===== src/rtl/ifu_pkg.sv =====
// Shared types and constants for the instruction fetch unit.
package ifu_pkg;

   localparam int XLEN_DEF = 64;
   localparam int ILEN_DEF = 32;
   localparam logic [XLEN_DEF-1:0] PC_INC = 64'd4;

   typedef struct packed {
      logic [XLEN_DEF-1:0] pc;
      logic [ILEN_DEF-1:0] instr;
   } fetch_entry_t;

   typedef enum logic [1:0] {
      ST_BOOT = 2'd0,
      ST_RUN  = 2'd1,
      ST_HALT = 2'd2
   } ifu_state_e;

endpackage


===== src/rtl/fetch_fifo.sv =====
// Synchronous FIFO for fetched {pc, instr} entries with flush; head is read
// combinationally so an entry is visible the cycle after it is pushed.
module fetch_fifo #(
   parameter int WIDTH = 96,
   parameter int DEPTH = 2
) (
   input  logic                       clk,
   input  logic                       reset,
   input  logic                       push_i,
   input  logic [WIDTH-1:0]           push_data_i,
   input  logic                       pop_i,
   input  logic                       flush_i,
   output logic [WIDTH-1:0]           head_o,
   output logic [$clog2(DEPTH):0]     count_o,
   output logic                       full_o,
   output logic                       empty_o
);

   localparam int AW = $clog2(DEPTH);
   localparam int CW = AW + 1;

   logic [WIDTH-1:0] mem_q [DEPTH];
   logic [AW-1:0]    wr_ptr_q, wr_ptr_d;
   logic [AW-1:0]    rd_ptr_q, rd_ptr_d;
   logic [CW-1:0]    count_q, count_d;
   logic             push_ok_s, pop_ok_s;

   assign full_o    = (count_q == CW'(DEPTH));
   assign empty_o   = (count_q == {CW{1'b0}});
   assign count_o   = count_q;
   assign head_o    = mem_q[rd_ptr_q];
   assign push_ok_s = push_i && !full_o;
   assign pop_ok_s  = pop_i && !empty_o;

   // Pointer and occupancy next-state; flush empties the buffer outright.
   always_comb begin
      wr_ptr_d = wr_ptr_q;
      rd_ptr_d = rd_ptr_q;
      count_d  = count_q;
      if (flush_i) begin
         wr_ptr_d = {AW{1'b0}};
         rd_ptr_d = {AW{1'b0}};
         count_d  = {CW{1'b0}};
      end else begin
         if (push_ok_s) begin
            wr_ptr_d = wr_ptr_q + AW'(1);
         end else begin
            wr_ptr_d = wr_ptr_q;
         end
         if (pop_ok_s) begin
            rd_ptr_d = rd_ptr_q + AW'(1);
         end else begin
            rd_ptr_d = rd_ptr_q;
         end
         case ({push_ok_s, pop_ok_s})
            2'b10:   count_d = count_q + CW'(1);
            2'b01:   count_d = count_q - CW'(1);
            default: count_d = count_q;
         endcase
      end
   end

   // Pointer/occupancy state register.
   always_ff @(posedge clk) begin
      if (reset) begin
         wr_ptr_q <= {AW{1'b0}};
         rd_ptr_q <= {AW{1'b0}};
         count_q  <= {CW{1'b0}};
      end else begin
         wr_ptr_q <= wr_ptr_d;
         rd_ptr_q <= rd_ptr_d;
         count_q  <= count_d;
      end
   end

   // Storage; cleared on reset so the head reads as zero out of reset.
   always_ff @(posedge clk) begin
      if (reset) begin
         for (int i = 0; i < DEPTH; i++) begin
            mem_q[i] <= {WIDTH{1'b0}};
         end
      end else if (push_ok_s && !flush_i) begin
         mem_q[wr_ptr_q] <= push_data_i;
      end else begin
         mem_q[wr_ptr_q] <= mem_q[wr_ptr_q];
      end
   end

endmodule


===== src/rtl/instruction_fetch_unit.sv =====
// Fetch stage: PC, BOOT/RUN(/HALT) FSM, imem handshake and fetch buffer.
// Optional misaligned-redirect trap enabled by IFU_MISALIGN_TRAP_EN.
module instruction_fetch_unit
   import ifu_pkg::*;
#(
   parameter int              XLEN       = XLEN_DEF,
   parameter int              ILEN       = ILEN_DEF,
   parameter logic [XLEN-1:0] RESET_PC   = 64'h0,
   parameter int              FIFO_DEPTH = 2
) (
   input  logic            clk,
   input  logic            reset,
   output logic [XLEN-1:0] imem_addr,
   output logic            imem_req,
   input  logic            imem_ready,
   input  logic [ILEN-1:0] imem_rdata,
   input  logic            redirect_valid,
   input  logic [XLEN-1:0] redirect_pc,
   output logic            if_valid,
   input  logic            if_ready,
   output logic [ILEN-1:0] if_instr,
`ifdef IFU_MISALIGN_TRAP_EN
   output logic            fetch_misaligned,
`endif
   output logic [XLEN-1:0] if_pc
);

   localparam int EW = $bits(fetch_entry_t);
   localparam int CW = $clog2(FIFO_DEPTH) + 1;

   ifu_state_e      state_q, state_d;
   logic [XLEN-1:0] pc_q, pc_d;
   logic [XLEN-1:0] redir_pc_s;
   logic            redir_misal_s;
   logic            accept_s, pop_s;
   logic            fifo_full_s, fifo_empty_s;
   logic [CW-1:0]   fifo_count_s;
   fetch_entry_t    push_entry_s, head_entry_s;

`ifdef IFU_MISALIGN_TRAP_EN
   logic misal_q, misal_d;
   assign redir_pc_s       = redirect_pc;
   assign redir_misal_s    = (redirect_pc[1:0] != 2'b00);
   assign fetch_misaligned = misal_q;
`else
   assign redir_pc_s    = {redirect_pc[XLEN-1:2], 2'b00};
   assign redir_misal_s = 1'b0;
`endif

   assign imem_addr = pc_q;
   assign imem_req  = (state_q == ST_RUN) && !fifo_full_s && !redirect_valid;
   assign accept_s  = imem_req && imem_ready;
   assign if_valid  = !fifo_empty_s;
   assign pop_s     = if_valid && if_ready;

   assign push_entry_s.pc    = XLEN_DEF'(pc_q);
   assign push_entry_s.instr = ILEN_DEF'(imem_rdata);
   assign if_pc              = XLEN'(head_entry_s.pc);
   assign if_instr           = ILEN'(head_entry_s.instr);

   fetch_fifo #(
      .WIDTH (EW),
      .DEPTH (FIFO_DEPTH)
   ) u_fetch_fifo (
      .clk         (clk),
      .reset       (reset),
      .push_i      (accept_s),
      .push_data_i (push_entry_s),
      .pop_i       (pop_s),
      .flush_i     (redirect_valid),
      .head_o      (head_entry_s),
      .count_o     (fifo_count_s),
      .full_o      (fifo_full_s),
      .empty_o     (fifo_empty_s)
   );

   // FSM and PC next-state; a redirect overrides both.
   always_comb begin
      state_d = state_q;
      pc_d    = pc_q;
`ifdef IFU_MISALIGN_TRAP_EN
      misal_d = misal_q;
`endif
      if (redirect_valid) begin
         pc_d    = redir_pc_s;
         state_d = redir_misal_s ? ST_HALT : ST_RUN;
`ifdef IFU_MISALIGN_TRAP_EN
         misal_d = redir_misal_s;
`endif
      end else begin
         case (state_q)
            ST_BOOT: state_d = ST_RUN;
            ST_RUN: begin
               if (accept_s) begin
                  pc_d = pc_q + XLEN'(PC_INC);
               end else begin
                  pc_d = pc_q;
               end
            end
            ST_HALT: state_d = ST_HALT;
            default: state_d = ST_BOOT;
         endcase
      end
   end

   // State and PC registers.
   always_ff @(posedge clk) begin
      if (reset) begin
         state_q <= ST_BOOT;
         pc_q    <= RESET_PC;
`ifdef IFU_MISALIGN_TRAP_EN
         misal_q <= 1'b0;
`endif
      end else begin
         state_q <= state_d;
         pc_q    <= pc_d;
`ifdef IFU_MISALIGN_TRAP_EN
         misal_q <= misal_d;
`endif
      end
   end

   logic unused_s;
   assign unused_s = ^fifo_count_s;

endmodule


===== config.mk =====
export PLATFORM = sky130hd
export DESIGN_NAME = instruction_fetch_unit
export DESIGN_NICKNAME = d
export VERILOG_FILES = /design/src/rtl/ifu_pkg.sv /design/src/rtl/fetch_fifo.sv /design/src/rtl/instruction_fetch_unit.sv
export SDC_FILE = /design/constraint.sdc
export NUM_CORES = 1
export LEC_CHECK = 0
export ABC_AREA = 1
export CAP_MARGIN = 10
export CORE_MARGIN = 1.5
export CORE_UTILIZATION = 45
export CTS_BUF_LIST = sky130_fd_sc_hd__clkbuf_8
export DETAILED_ROUTE_END_ITERATION = 10
export PLACE_DENSITY = 0.79
export SETUP_SLACK_MARGIN = 0.5
export SLEW_MARGIN = 15
export SYNTH_ARGS = -nofsm -noshare
export SYNTH_HDL_FRONTEND = slang
export SYNTH_SLANG_ARGS = --single-unit

===== constraint.sdc =====
create_clock -name clk -period 8.6 [get_ports clk]
set_input_delay 1.29 -clock clk [delete_from_list [all_inputs] [get_ports clk]]
set_output_delay 1.29 -clock clk [all_outputs]
set_load 0.02 [all_outputs]

After elaboration in Yosys (flattened, before gate mapping)
Memories as Yosys holds them, arrays and structs flattened. A register that Yosys moved wholly into a read port is not among the register bits.
Cells that the tools add are included.

storage, ports and cells
  bits in registers = 70
  bits in writable memories = 192
  output and inout port bits = 162
  logic and storage cells = 61
  memories kept = 1

cells by class
  add/subtract/negate cells = 5
  eq/ne operators = 7
  mux-type cells = 20
  bitwise gates (word level) = 1
  reductions and logical operators = 20

memory list
  memory              depth  bits a word  rd ports  clocked after memory_dff  wr ports  line              source
  u_fetch_fifo.mem_q  2      96           1         1                         2         fetch_fifo.sv:22  logic [WIDTH-1:0] mem_q [DEPTH];

operators with widths
  kind                                                                count
  64-bit 2-to-1 mux                                                   3
  96-bit 2-to-1 mux                                                   2
  96-bit OR reduction                                                 1
  64-bit by 3-bit adder with 64-bit output, second input constant     1
  1-bit 2-to-1 mux                                                    13
  1-bit logical AND                                                   7
  2-bit == test, second input constant                                3
  2-bit one-hot mux with 3 select lines                               1
  2-bit AND reduction                                                 3
  2-bit nonzero test                                                  3
  2-bit by 1-bit == test with 1-bit output, second input constant     2
  2-bit zero test                                                     2
  2-bit one-hot mux with 2 select lines                               1
  1-bit zero test                                                     3
  1-bit adder, second input constant                                  2
  2-bit by 1-bit adder with 2-bit output, second input constant       1
  2-bit != test, second input constant                                1
  2-bit OR reduction                                                  1
  2-bit by 1-bit subtractor with 2-bit output, second input constant  1
  0-bit != test                                                       1
  1-bit bitwise OR                                                    1

Logic depth before layout (Yosys ltp)
  word-level depth = 14
  gate-level depth with buffers = 11

Hierarchy
From an unflattened synthesis, not the netlist that was laid out.

second synthesis, totals
  cell total of the unflattened synthesis = 1543
  area total of the unflattened synthesis = 13439.1 um^2

modules (own cells, without submodules)
  module                  instances  cells an instance  area an instance (um^2)
  fetch_fifo              1          649                8449.4
  instruction_fetch_unit  1          894                4989.8

Least setup slack after synthesis
OpenSTA, ideal clock, no wires.

  kind = input -> register
  start point = input port redirect_valid
  end point = memory u_fetch_fifo.mem_q[1][0], enable pin
  library setup time = 0.456 ns
  data arrival time = 4.342 ns
  data required time = 8.144 ns
  setup slack = 3.802 ns
  stages = 10
  path buffers = 3
  path through = buf_6 inv_4 nand3_4 nor2_4 nand2_8 inv_4 nand3_4 buf_6 buf_6 nand2_1

RTL lines
  element      line                          source
  from (decl)  instruction_fetch_unit.sv:17  input logic redirect_valid,
  to (decl)    fetch_fifo.sv:22

==> impl_metrics.yaml <==
run_status:
  outcome: "finished clean"
yosys:
  synth.top_cells.by_count: "nor2_1, nand2_1, edfxtp_1"
  synth-simple-area-share_pct: 22.1
  synth_top_family_by_area: "simple AND/OR/NAND/NOR gates"
  synth_area_mm2: 0.0130
  yosys.area.top_type: "edfxtp_1"
  syn_area_per_cell_um2: 9.20
  yosys_warnings: 0
  ys_ff_latch: 257
  synth_fa_ha_area_share_pct: 0.193
  synth_top_cell_area_share_pct: 43.6
  synthFlopType: "edfxtp_1"
  synth_compound_area_share_pct: 5.79
  yosysSeqAreaShare_pct: 54.2
  async_flop_share_pct: 0
  synthXorXnorAreaFrac_pct: 1.69
  synth_area_leaders: "edfxtp_1, dfxtp_1, nor2_1"
  synth-edff-count: 188
  synth_most_common_cell: "nor2_1"
  ys_types: 37
  synthCells: 1408
  synth.area.mux_share_pct: 8.17
clocking:
  clkLatencyLatePin_ps: 560
  cts_num_sinks: 257
  post_cts_buffers: 0
  cts-resized-gates: 0
  path_clk_slew_ps: 70
  cts_tree: "built"
  cts-buffers-inserted: 45
  clk_path_buf_depth: 3
  root_buffer: "clkbuf_8"
  htreeDepth: 2
  hold_buffers: 0
detailed_routing:
  first_iter_violations: 990
  dr.pass1.iters: 5
  drt_wl_total_um: 38000
  drcViolationCount: 0
  antenna_left: 0
  wl_per_cell_um: 18.3
  routed_via_density: 5.15
  vias: 10700
power_and_ir_drop:
  p_int_uw: 2120
  pwr-share-clk_pct: 37.7
  p_seq_share_pct: 49.9
  p_leak_uw: 0.00624
  p_sw_uw: 740
  power_switching_share_pct: 25.9
  totalPowerFinal_uw: 2860
  combPwrFrac_pct: 12.4
  power_density_mw_per_mm2: 173
  peakVddDrop_mv: 0.0842
sta:
  timing.final.hold_violations: 0
  tns_ps: 0
  period_share_pct: 50.3
  skew_ps: 31.8
  rsz0062_at_grt: "no"
  relSlewSlack_pct: 16.9
  finalSetupViolations: 0
  maxSlewViolCount: 0
  hold_ws_ps: 439
  worst_slew_pin_slew_ps: 1250
  min_period_ps: 4330
  timing.fmax_mhz: 231
die:
  core_mm2: 0.0281
  die-area_mm2: 0.0298
  num_rows: 61
  die_w_um: 173
  dieHeight_um: 173
  start_util_pct: 46.1
  ios: 263
final_layout:
  regArea_mm2: 0.00703
  drive_gt1_share_pct: 13.1
  fillerInstances: 2449
  fin_nets: 1765
  areaGrowthSynthToFinish_pct: 27.7
  multiInputGateArea_mm2: 0.00495
setup_path:
  arrival_ps: 3040
  worstPathRequired_ps: 7310
  worstSetupPathType: "flip-flop to primary output"
  worstSetupStartpointType: "flip-flop"
  path_max_fanout: 69
  rr_startpoint: "u_fetch_fifo.count_o[0]$_SDFFE_PP0P_"
  end_kind: "primary output"
global_routing:
  gr-usage-all-layers_pct: 24.9
  grt_pass1_vias: 10300
  grt_remaining_overflow: 0
  grt_max_degree: 95
  grt_pass1_wl_um: 58200
  antenna_found_initial: 2
place:
  dp_hpwl_um: 26200
  io_buffers: 256
  place.gp.congestion: 0.968
hold_path:
  hold_start: "state_q[1]$_SDFFE_PP0P_"
  hold_class: "flip-flop to flip-flop"
run:
  max_cap_viol_count: 0
==> kinds of logic (layout without fill, tap and decap cells) <==
kind of cell,after synthesis,count (layout)
AOI/OAI and AO/OA,142,142
other,1,6
xor gates and xnor gates,25,25
buffers and inverters,222,510
and+or+nand+nor,665,665
DFF,257,257
muxes,94,94
adders and majority gates,2,2
==> power by group through the flow <==
stage | Combinational [µW] | Clock (µW) | Sequential, µW
finish | 354 | 1080 | 1420
global route | 378 | 1150 | 1430
CTS | 355 | 1090 | 1420
detailed placement | 353 | 0 | 1450
global placement | 348 | 0 | 1450
floorplan | 166 | 0 | 1460
==> final cells by class <==
type	instances	area share, %
diodes	2	0.0302
clock buffers	51	4.24
clock inverters	33	0.991
inverters	162	3.71
multi-input cells	932	29.9
flip-flops and latches	257	42.5
well taps	378	2.86
repair buffers	264	15.8
==> worst paths after layout <==
path                            cells past startpoint                                 endpoint  slack (ps)
worst max-delay path                                3                                if_pc[27]        4270
worst min-delay path                                1                  state_q[0]$_SDFFE_PP0P_         440
worst max register to register                      7  u_fetch_fifo.mem_q[0][59]$_SDFFCE_PN0P_        5300
worst min register to register                      1                  state_q[0]$_SDFFE_PP0P_         440
==> sequential cells by signal, indices dropped and copies added (netlist names), named ones only <==
register               count
state_q                    2
u_fetch_fifo.rd_ptr_q      1
u_fetch_fifo.mem_q       188
u_fetch_fifo.wr_ptr_q      1
u_fetch_fifo.count_o       2
imem_addr                 62
==> worst max-delay path, stage by stage (launching register included) <==
cell and delay (ps):
dfxtp_4 580, buf_4 790, mux2_2 440, clkdlybuf4s50_1 550
==> per-layer routing <==
layer / up-vias / global-route usage (%) / share of wire (%)
met5: - / 0 / 0
met4: 0 / 9.49 / 3.2
met3: 75 / 4.73 / 7.3
met2: 431 / 39.7 / 47
met1: 5104 / 33.9 / 43
li1: 5101 / - / -
==> per-stage QoR <==
step | utilization [%] | std cells | setup WS (ps) | area (µm²)
CTS | 58.9 | 2077 | 4220 | 16500
floorplan | - | 1411 | 3800 | 13000
finish | 58.9 | 2079 | 4270 | 16500
global route | 58.9 | 2079 | 4120 | 16500
global placement | 55.8 | 1993 | 3860 | 15700
detailed placement | 55.8 | 1993 | 3760 | 15700
==> cell usage in the layout (no fill, tap or decap), types with 2 or more instances in the layout <==
cell type	netlist	routed
a21oi_2	2	2
nand3_4	3	3
nor2_8	4	4
a21oi_1	56	56
o21ai_1	29	29
clkinv_2	0	5
clkinv_1	0	7
nor2_1	295	295
nand2_4	5	7
diode_2	0	2
a31oi_1	13	13
a22oi_1	3	3
inv_1	152	170
nand4_1	12	12
inv_2	8	8
buf_2	9	2
nor2_2	8	8
nor2_4	8	8
clkbuf_8	0	51
buf_4	8	8
conb_1	1	4
mux2_2	94	94
xor2_1	25	25
clkdlybuf4s50_1	0	254
edfxtp_1	188	188
clkinvlp_4	0	2
ha_1	2	2
nand2_2	12	12
o21ai_0	37	37
nand2_1	269	267
inv_4	2	2
dfxtp_1	69	68
nand3_1	44	44
Note: power is estimated with default switching activity, not from simulation.
